[src/rtl/trivium_pkg.sv]
`default_nettype none
// ============================================================================
// Module      : trivium_pkg
// Description : Shared types and constants for the Trivium output path.
//               The fifo_cnd_t codes are also used by the cipher core.
//               Contents:
//                 BLOCK_BYTES - bytes per cipher burst
//                 fifo_cnd_t  - back-pressure code to the cipher core
//                 buf_state_t - output buffer state
// Revision    : 1.0 - initial release
// ============================================================================
package trivium_pkg;

    localparam int BLOCK_BYTES = 256;

    typedef enum logic [1:0] {
        CND_READY   = 2'b00,
        CND_PARTIAL = 2'b01,
        CND_FULL    = 2'b10,
        CND_OVF     = 2'b11
    } fifo_cnd_t;

    typedef enum logic [1:0] {
        EMPTY    = 2'b00,
        ACTIVE   = 2'b01,
        FULL     = 2'b10,
        OVERFLOW = 2'b11
    } buf_state_t;

endpackage
`default_nettype wire

[src/rtl/trivium_buf_ram.sv]
`default_nettype none
// ============================================================================
// Module      : trivium_buf_ram
// Description : Simple dual-port DEPTH x DW RAM, synchronous write and
//               synchronous (registered) read. The read port is always
//               enabled.
// Ports       : clk       - clock, rising edge
//               i_wr_en   - write enable
//               i_wr_addr - write address
//               i_wr_data - write data
//               i_rd_addr - read address, sampled at the rising edge
//               o_rd_data - data at i_rd_addr from the previous edge
// Revision    : 1.0 - initial release
// ============================================================================
module trivium_buf_ram #(
    parameter int DEPTH = 512,
    parameter int DW    = 8,
    parameter int AW    = $clog2(DEPTH)
) (
    input  logic          clk,
    input  logic          i_wr_en,
    input  logic [AW-1:0] i_wr_addr,
    input  logic [DW-1:0] i_wr_data,
    input  logic [AW-1:0] i_rd_addr,
    output logic [DW-1:0] o_rd_data
);

    logic [DW-1:0] r_mem [DEPTH];
    logic [DW-1:0] r_rd_data;

    always_ff @(posedge clk) begin
        if (i_wr_en) begin
            r_mem[i_wr_addr] <= i_wr_data;
        end
        r_rd_data <= r_mem[i_rd_addr];
    end

    assign o_rd_data = r_rd_data;

endmodule
`default_nettype wire

[src/rtl/trivium_out_buffer.sv]
`default_nettype none
// ============================================================================
// Module      : trivium_out_buffer
// Description : Circular byte buffer behind the Trivium cipher core. Captures
//               encrypted bursts, drains them over valid/ready with a
//               registered first-word-fall-through head, and reports
//               back-pressure to the core on fifo_cnd.
// Ports       : clk       - clock, rising edge
//               rst       - synchronous reset, active high
//               stream    - encrypted byte from the cipher core
//               wt_sgn    - write strobe, one byte per cycle
//               flush     - synchronous clear of contents and error
//               clr_err   - clears the sticky overflow state only
//               fifo_cnd  - back-pressure code (see trivium_pkg::fifo_cnd_t)
//               out_data  - head byte
//               out_valid - out_data is valid
//               out_ready - consumer accepts out_data
//               out_last  - out_data is the final byte of its block
//               level     - bytes currently stored
// Revision    : 1.0 - initial release
// ============================================================================
module trivium_out_buffer
    import trivium_pkg::*;
#(
    parameter int DEPTH = 512,
    parameter int BLOCK = BLOCK_BYTES,
    parameter int DW    = 8
) (
    input  logic                   clk,
    input  logic                   rst,
    input  logic [DW-1:0]          stream,
    input  logic                   wt_sgn,
    input  logic                   flush,
    input  logic                   clr_err,
    output logic [1:0]             fifo_cnd,
    output logic [DW-1:0]          out_data,
    output logic                   out_valid,
    input  logic                   out_ready,
    output logic                   out_last,
    output logic [$clog2(DEPTH):0] level
);

    localparam int c_AW = $clog2(DEPTH);
    localparam int c_LW = c_AW + 1;
    localparam int c_CW = $clog2(BLOCK);

    localparam logic [c_LW-1:0] c_DEPTH_L = c_LW'(DEPTH);
    localparam logic [c_LW-1:0] c_BLOCK_L = c_LW'(BLOCK);
    localparam logic [c_CW-1:0] c_LAST    = c_CW'(BLOCK - 1);

    // Write/read counts carry one extra bit over the address so that a full
    // buffer (difference == DEPTH) is distinct from an empty one.
    logic [c_LW-1:0] r_wr_cnt;
    logic [c_LW-1:0] r_rd_cnt;
    logic [c_CW-1:0] r_byte_cnt;
    logic            r_valid;
    buf_state_t      r_state;
    buf_state_t      w_state_next;
    fifo_cnd_t       r_cnd;
    fifo_cnd_t       w_cnd_next;

    logic            w_clear;
    logic [c_LW-1:0] w_level;
    logic [c_LW-1:0] w_level_next;
    logic [c_LW-1:0] w_avail;
    logic [c_LW-1:0] w_free;
    logic [c_LW-1:0] w_rd_cnt_next;
    logic            w_full;
    logic            w_wr_en;
    logic            w_drop;
    logic            w_pop;
    logic [DW-1:0]   w_ram_q;

    assign w_clear       = rst | flush;
    assign w_level       = r_wr_cnt - r_rd_cnt;
    assign w_full        = (w_level == c_DEPTH_L);
    assign w_wr_en       = wt_sgn & ~w_full;
    // A write into a full buffer is lost even if a read frees a slot at the
    // same edge; the core was told not to write.
    assign w_drop        = wt_sgn & w_full;
    assign w_pop         = r_valid & out_ready;
    assign w_rd_cnt_next = r_rd_cnt + c_LW'(w_pop);
    assign w_level_next  = w_level + c_LW'(w_wr_en) - c_LW'(w_pop);
    // Bytes already in the RAM array after this edge's read; a byte written
    // at this same edge is not yet readable through the registered port.
    assign w_avail       = w_level - c_LW'(w_pop);
    assign w_free        = c_DEPTH_L - w_level;

    // The RAM is addressed with the post-pop read pointer so that its output
    // register holds the new head right after each handshake, and simply
    // re-reads the same head while the consumer stalls.
    trivium_buf_ram #(
        .DEPTH (DEPTH),
        .DW    (DW),
        .AW    (c_AW)
    ) u_ram (
        .clk       (clk),
        .i_wr_en   (w_wr_en),
        .i_wr_addr (r_wr_cnt[c_AW-1:0]),
        .i_wr_data (stream),
        .i_rd_addr (w_rd_cnt_next[c_AW-1:0]),
        .o_rd_data (w_ram_q)
    );

    always_comb begin
        w_state_next = r_state;
        if (w_drop) begin
            w_state_next = OVERFLOW;
        end else if ((r_state == OVERFLOW) && !clr_err) begin
            w_state_next = OVERFLOW;
        end else if (w_level_next == '0) begin
            w_state_next = EMPTY;
        end else if (w_level_next == c_DEPTH_L) begin
            w_state_next = FULL;
        end else begin
            w_state_next = ACTIVE;
        end
    end

    // Derived from the registered state/level, so the code lags the causing
    // edge by one cycle.
    always_comb begin
        w_cnd_next = CND_READY;
        if (r_state == OVERFLOW) begin
            w_cnd_next = CND_OVF;
        end else if (r_state == FULL) begin
            w_cnd_next = CND_FULL;
        end else if (w_free < c_BLOCK_L) begin
            w_cnd_next = CND_PARTIAL;
        end
    end

    always_ff @(posedge clk) begin
        if (w_clear) begin
            r_wr_cnt   <= '0;
            r_rd_cnt   <= '0;
            r_byte_cnt <= '0;
            r_valid    <= 1'b0;
            r_state    <= EMPTY;
            r_cnd      <= CND_READY;
        end else begin
            if (w_wr_en) begin
                r_wr_cnt <= r_wr_cnt + c_LW'(1);
            end
            r_rd_cnt <= w_rd_cnt_next;
            if (w_pop) begin
                r_byte_cnt <= (r_byte_cnt == c_LAST) ? '0 : r_byte_cnt + c_CW'(1);
            end
            r_valid <= (w_avail != '0);
            r_state <= w_state_next;
            r_cnd   <= w_cnd_next;
        end
    end

    assign fifo_cnd  = r_cnd;
    assign out_valid = r_valid;
    assign out_data  = r_valid ? w_ram_q : '0;
    assign out_last  = r_valid && (r_byte_cnt == c_LAST);
    assign level     = w_level;

endmodule
`default_nettype wire

[config.mk]
export PLATFORM = sky130hd
export DESIGN_NAME = trivium_out_buffer
export DESIGN_NICKNAME = d
export VERILOG_FILES = /design/src/rtl/trivium_pkg.sv /design/src/rtl/trivium_buf_ram.sv /design/src/rtl/trivium_out_buffer.sv
export SDC_FILE = /design/constraint.sdc
export NUM_CORES = 2
export LEC_CHECK = 0
export ABC_CLOCK_PERIOD_IN_PS = 4270
export CAP_MARGIN = 20
export CORE_MARGIN = 1.5
export CORE_UTILIZATION = 55
export CTS_BUF_LIST = sky130_fd_sc_hd__clkbuf_8
export CTS_CLUSTER_DIAMETER = 40
export DETAILED_ROUTE_END_ITERATION = 6
export DONT_BUFFER_PORTS = 1
export HOLD_SLACK_MARGIN = 0.12
export PLACE_DENSITY = 0.79
export RECOVER_POWER = 50
export SYNTH_ARGS = -nofsm -noshare
export SYNTH_HDL_FRONTEND = slang
export SYNTH_HIERARCHICAL = 1
export SYNTH_SLANG_ARGS = --single-unit
[constraint.sdc]
create_clock -name clk -period 4.27 [get_ports clk]
set_input_delay 0.6405 -clock clk [delete_from_list [all_inputs] [get_ports clk]]
set_output_delay 0.6405 -clock clk [all_outputs]
set_load 0.01 [all_outputs]
==> impl_metrics.ini <==
[worst_setup_path]
slowest_stage = xnor2_1
path_cells = nand2_1 > inv_1 > ha_1 > ha_4 > nand3_2 > nor3_4 > xnor2_1 > nor3b_1 > buf_4 > nand3_2 > a21oi_1 > nor4_4 > nand4_1 > nor4_4 > o2111a_1
crit_path_start_kind = flop
r2r_start = out_valid
rr_endpoint = u_ram/o_rd_data[0]
end_kind = flop
r2r_slack_ns = -0.31
cp-endpoint = u_ram/o_rd_data[0]
reg2reg_depth = 15
crit_type = flop to flop
critical_path.startpoint = out_valid
cpPeakStageDelay_ns = 0.97
cp.arrival_ns = 5.72
cp_max_fo = 7
required_ns = 5.41

[placed_design]
hpwl_um = 242000
post-place-ws_ns = -0.719
io_buffers = 0
dp_cells = 12413
finalWeightedCongestion = 0.948

[pwr]
peakVddDrop_mv = 0.335
cellPowerDensity_nw_per_um2 = 456
p_leak_uw = 0.0571

[routing]
first_pass_iters = 7
drt-vias-per-instance = 6.56
routedWlPerCell_um = 30.8
drtAntennaViolNets = 0
drc = 2
wl_um = 420000
dr.first_iter.drc_count = 12692
vias = 89427

[global_route]
grt_antenna_before_repair = 15
grt_pass1_wl_um = 593000
grt_overflow = 0
grt_pass1_vias = 88556
grt_usage_pct = 27.0
grt_max_degree = 513

[sta]
finalMaxSlewViolations = 3712
period_minus_slack_ns = 4.58
fmax_mhz = 218
slew_headroom_pct = -260
worst_slack_ns = -0.312
finalCritPeriodShare_pct = 107
final_hold_viol_count = 0
worstMarginPinSlew_ns = 5.39
finalSetupViolations = 214
rsz0062_at_grt = true
final.setup_skew_ns = 0.107
fin_hold_ws_ns = 0.283

[clocking]
clockBufferDepth = 4
cts_made_buffers = 633
htreeDepth = 6
clock_latency_ns = 1.23
cts_sinks = 4137
clkTransAtPathRegs_ns = 0.06
cts_tree = built
cts_root_buf = clkbuf_8

[yosys]
synthTopCellsByArea = edfxtp_1 76%, mux4_2 9.1%, mux2i_1 4.9%
yosysWarningCount = 6
async_reset_ff_share_pct = 0
yosysTopAreaCell = edfxtp_1
synth_cells = 8364
syn_area_um2 = 163000
synth_cell_type_count = 69
yosys.area.top_type_share_pct = 75.6
avgSynthCellArea_um2 = 19.4
ys_seq_area_share_pct = 76.1
synth_seq_cells = 4137
dominantRegCellSynth = edfxtp_1
synth_fp_nets = 8415
synth_edf_count = 4096

[floorplan]
die-height_um = 547
ios = 36
design.die.area_um2 = 299000
die_w_um = 547
initial_utilization_pct = 55.3
num_rows = 199
core_area_um2 = 294000

[run_status]
outcome = finished with violations
violations = design-rule violations, max-capacitance violations, max-slew violations, negative setup slack

[cells_and_area]
fin_nets = 9259
layout-drive-gt1-share_pct = 26.5
area_growth_pct = 13.8
fin_cells = 13628
fillers = 18768

[worst_hold_path]
hp-start = wt_sgn
hold_class = primary input to flop

[run]
maxCapViolations = 21
==> per-layer routing <==
layer | track usage, % | up-vias | part of all wire, %
met3 | 5.97 | 1043 | 11
met2 | 42.8 | 6202 | 48
met5 | 0 | - | 0.0074
met1 | 35.8 | 45726 | 36
met4 | 13.2 | 4 | 5.3
li1 | - | 36452 | -
==> per-stage QoR <==
stage / instance area, µm² / setup TNS, ns / total power [µW] / utilization, %
after floorplan: 163000 / -0.314 / 51900 / -
after global placement: 171000 / -9.67 / 53700 / 58.2
after detailed placement: 171000 / -3.93 / 53800 / 58.2
after CTS: 183000 / -0.181 / 83900 / 62.3
after global routing: 185000 / -74.12 / 86700 / 62.9
final: 185000 / -13.28 / 84400 / 62.9
==> cell families after synthesis <==
| group | after synthesis | share of synthesized area, % |
|---|---|---|
| flops | 4137 | 76.1 |
| mux | 1454 | 14.0 |
| simple gates | 1105 | 2.98 |
| compound gates | 1045 | 4.50 |
| buf+inv | 550 | 1.90 |
| fa+ha+maj | 37 | 0.294 |
| xor+xnor | 36 | 0.194 |
==> timing repair <==
item                       in CTS  in global routing
setup endpoints to repair     304               2629
pin swaps                      20                 24
buffers inserted                7                 16
gates cloned                    0                  1
hold endpoints to repair     3628                570
gates resized for setup        37                463
hold buffers                   13                 34
==> worst min path at each step <==
stage               slack [ns]  depth (start not counted)                  end
finish                    0.28                          9           r_state[1]
global route              0.32                          9           r_state[1]
CTS                      -0.50                          0  u_ram/r_mem[233][1]
detailed placement        0.47                          1          fifo_cnd[1]
global placement          0.46                          2          fifo_cnd[0]
floorplan                 0.44                          2          fifo_cnd[0]
==> state kept, by name, indices dropped and copies added, names as in the netlist <==
register and cells:
fifo_cnd 2, out_valid 1, r_byte_cnt 8, r_rd_cnt 10, r_state 2, r_wr_cnt 10, u_ram/o_rd_data 8, u_ram/r_mem 4096
==> power breakdown <==
group          internal, µW  leakage [µW]  switching, µW  total (µW)
sequential            44800        0.0371           53.6       44800
combinational          4190        0.0133           4960        9150
clock                 15000       0.00663          15400       30400
total                 64000        0.0571          20400       84400
==> cell usage in the layout (no fill, tap or decap), types with 111 or more instances in the layout <==
cell type	netlist	routed
a21oi_1	219	216
nor3_1	113	111
o221ai_1	373	373
mux2i_1	800	800
o21ai_0	132	128
nand2_1	136	120
edfxtp_1	4096	4096
buf_4	70	544
inv_1	32	226
buf_12	5	115
nor2_2	0	283
o22ai_1	164	164
mux4_2	654	654
clkbuf_8	0	638
clkinv_1	1	151
nor2_1	624	264
==> final cells by class <==
class	instances	area (µm²)	share of cell area (%)
Antenna cell	7	17.5	0.00946
Clock inverter	491	2880	1.56
Timing Repair Buffer	725	7030	3.80
Multi-Input combinational cell	3677	37500	20.3
Sequential cell	4137	124000	66.9
Inverter	34	144	0.0777
Tap cell	3919	4900	2.65
Clock buffer	638	8780	4.74
==> critical path, delay by kind of cell (launching register included) <==
family                   cells  cell delay, ns
AND/OR/NAND/NOR              8            2.00
XOR/XNOR                     1            0.97
adder cells (fa/ha/maj)      2            0.49
buffers and inverters        2            0.35
AO/OA/AOI/OAI                2            0.35
flip-flops                   1            0.32
==> Yosys cell counts (all sizes together) (4+ instances only) <==
| master | n |
|---|---|
| o21ai | 135 |
| o41ai | 7 |
| edfxtp | 4096 |
| a21oi | 220 |
| nor2b | 10 |
| xor2 | 20 |
| and2 | 39 |
| o221ai | 374 |
| a211oi | 19 |
| nand2 | 136 |
| nand3 | 49 |
| or3 | 11 |
| o31ai | 16 |
| a22o | 5 |
| nor2 | 624 |
| clkbuf | 268 |
| nand2b | 6 |
| a22oi | 61 |
| nor4 | 38 |
| o2111a | 8 |
| inv | 33 |
| or2 | 9 |
| a21o | 4 |
| ha | 35 |
| buf | 248 |
| o311ai | 7 |
| dfxtp | 41 |
| and3 | 10 |
| xnor2 | 16 |
| mux4 | 654 |
| nor3b | 9 |
| nor3 | 113 |
| mux2i | 800 |
| and3b | 4 |
| o22ai | 164 |
| nand4 | 39 |
No activity file was read; power rests on OpenSTA's default activity.
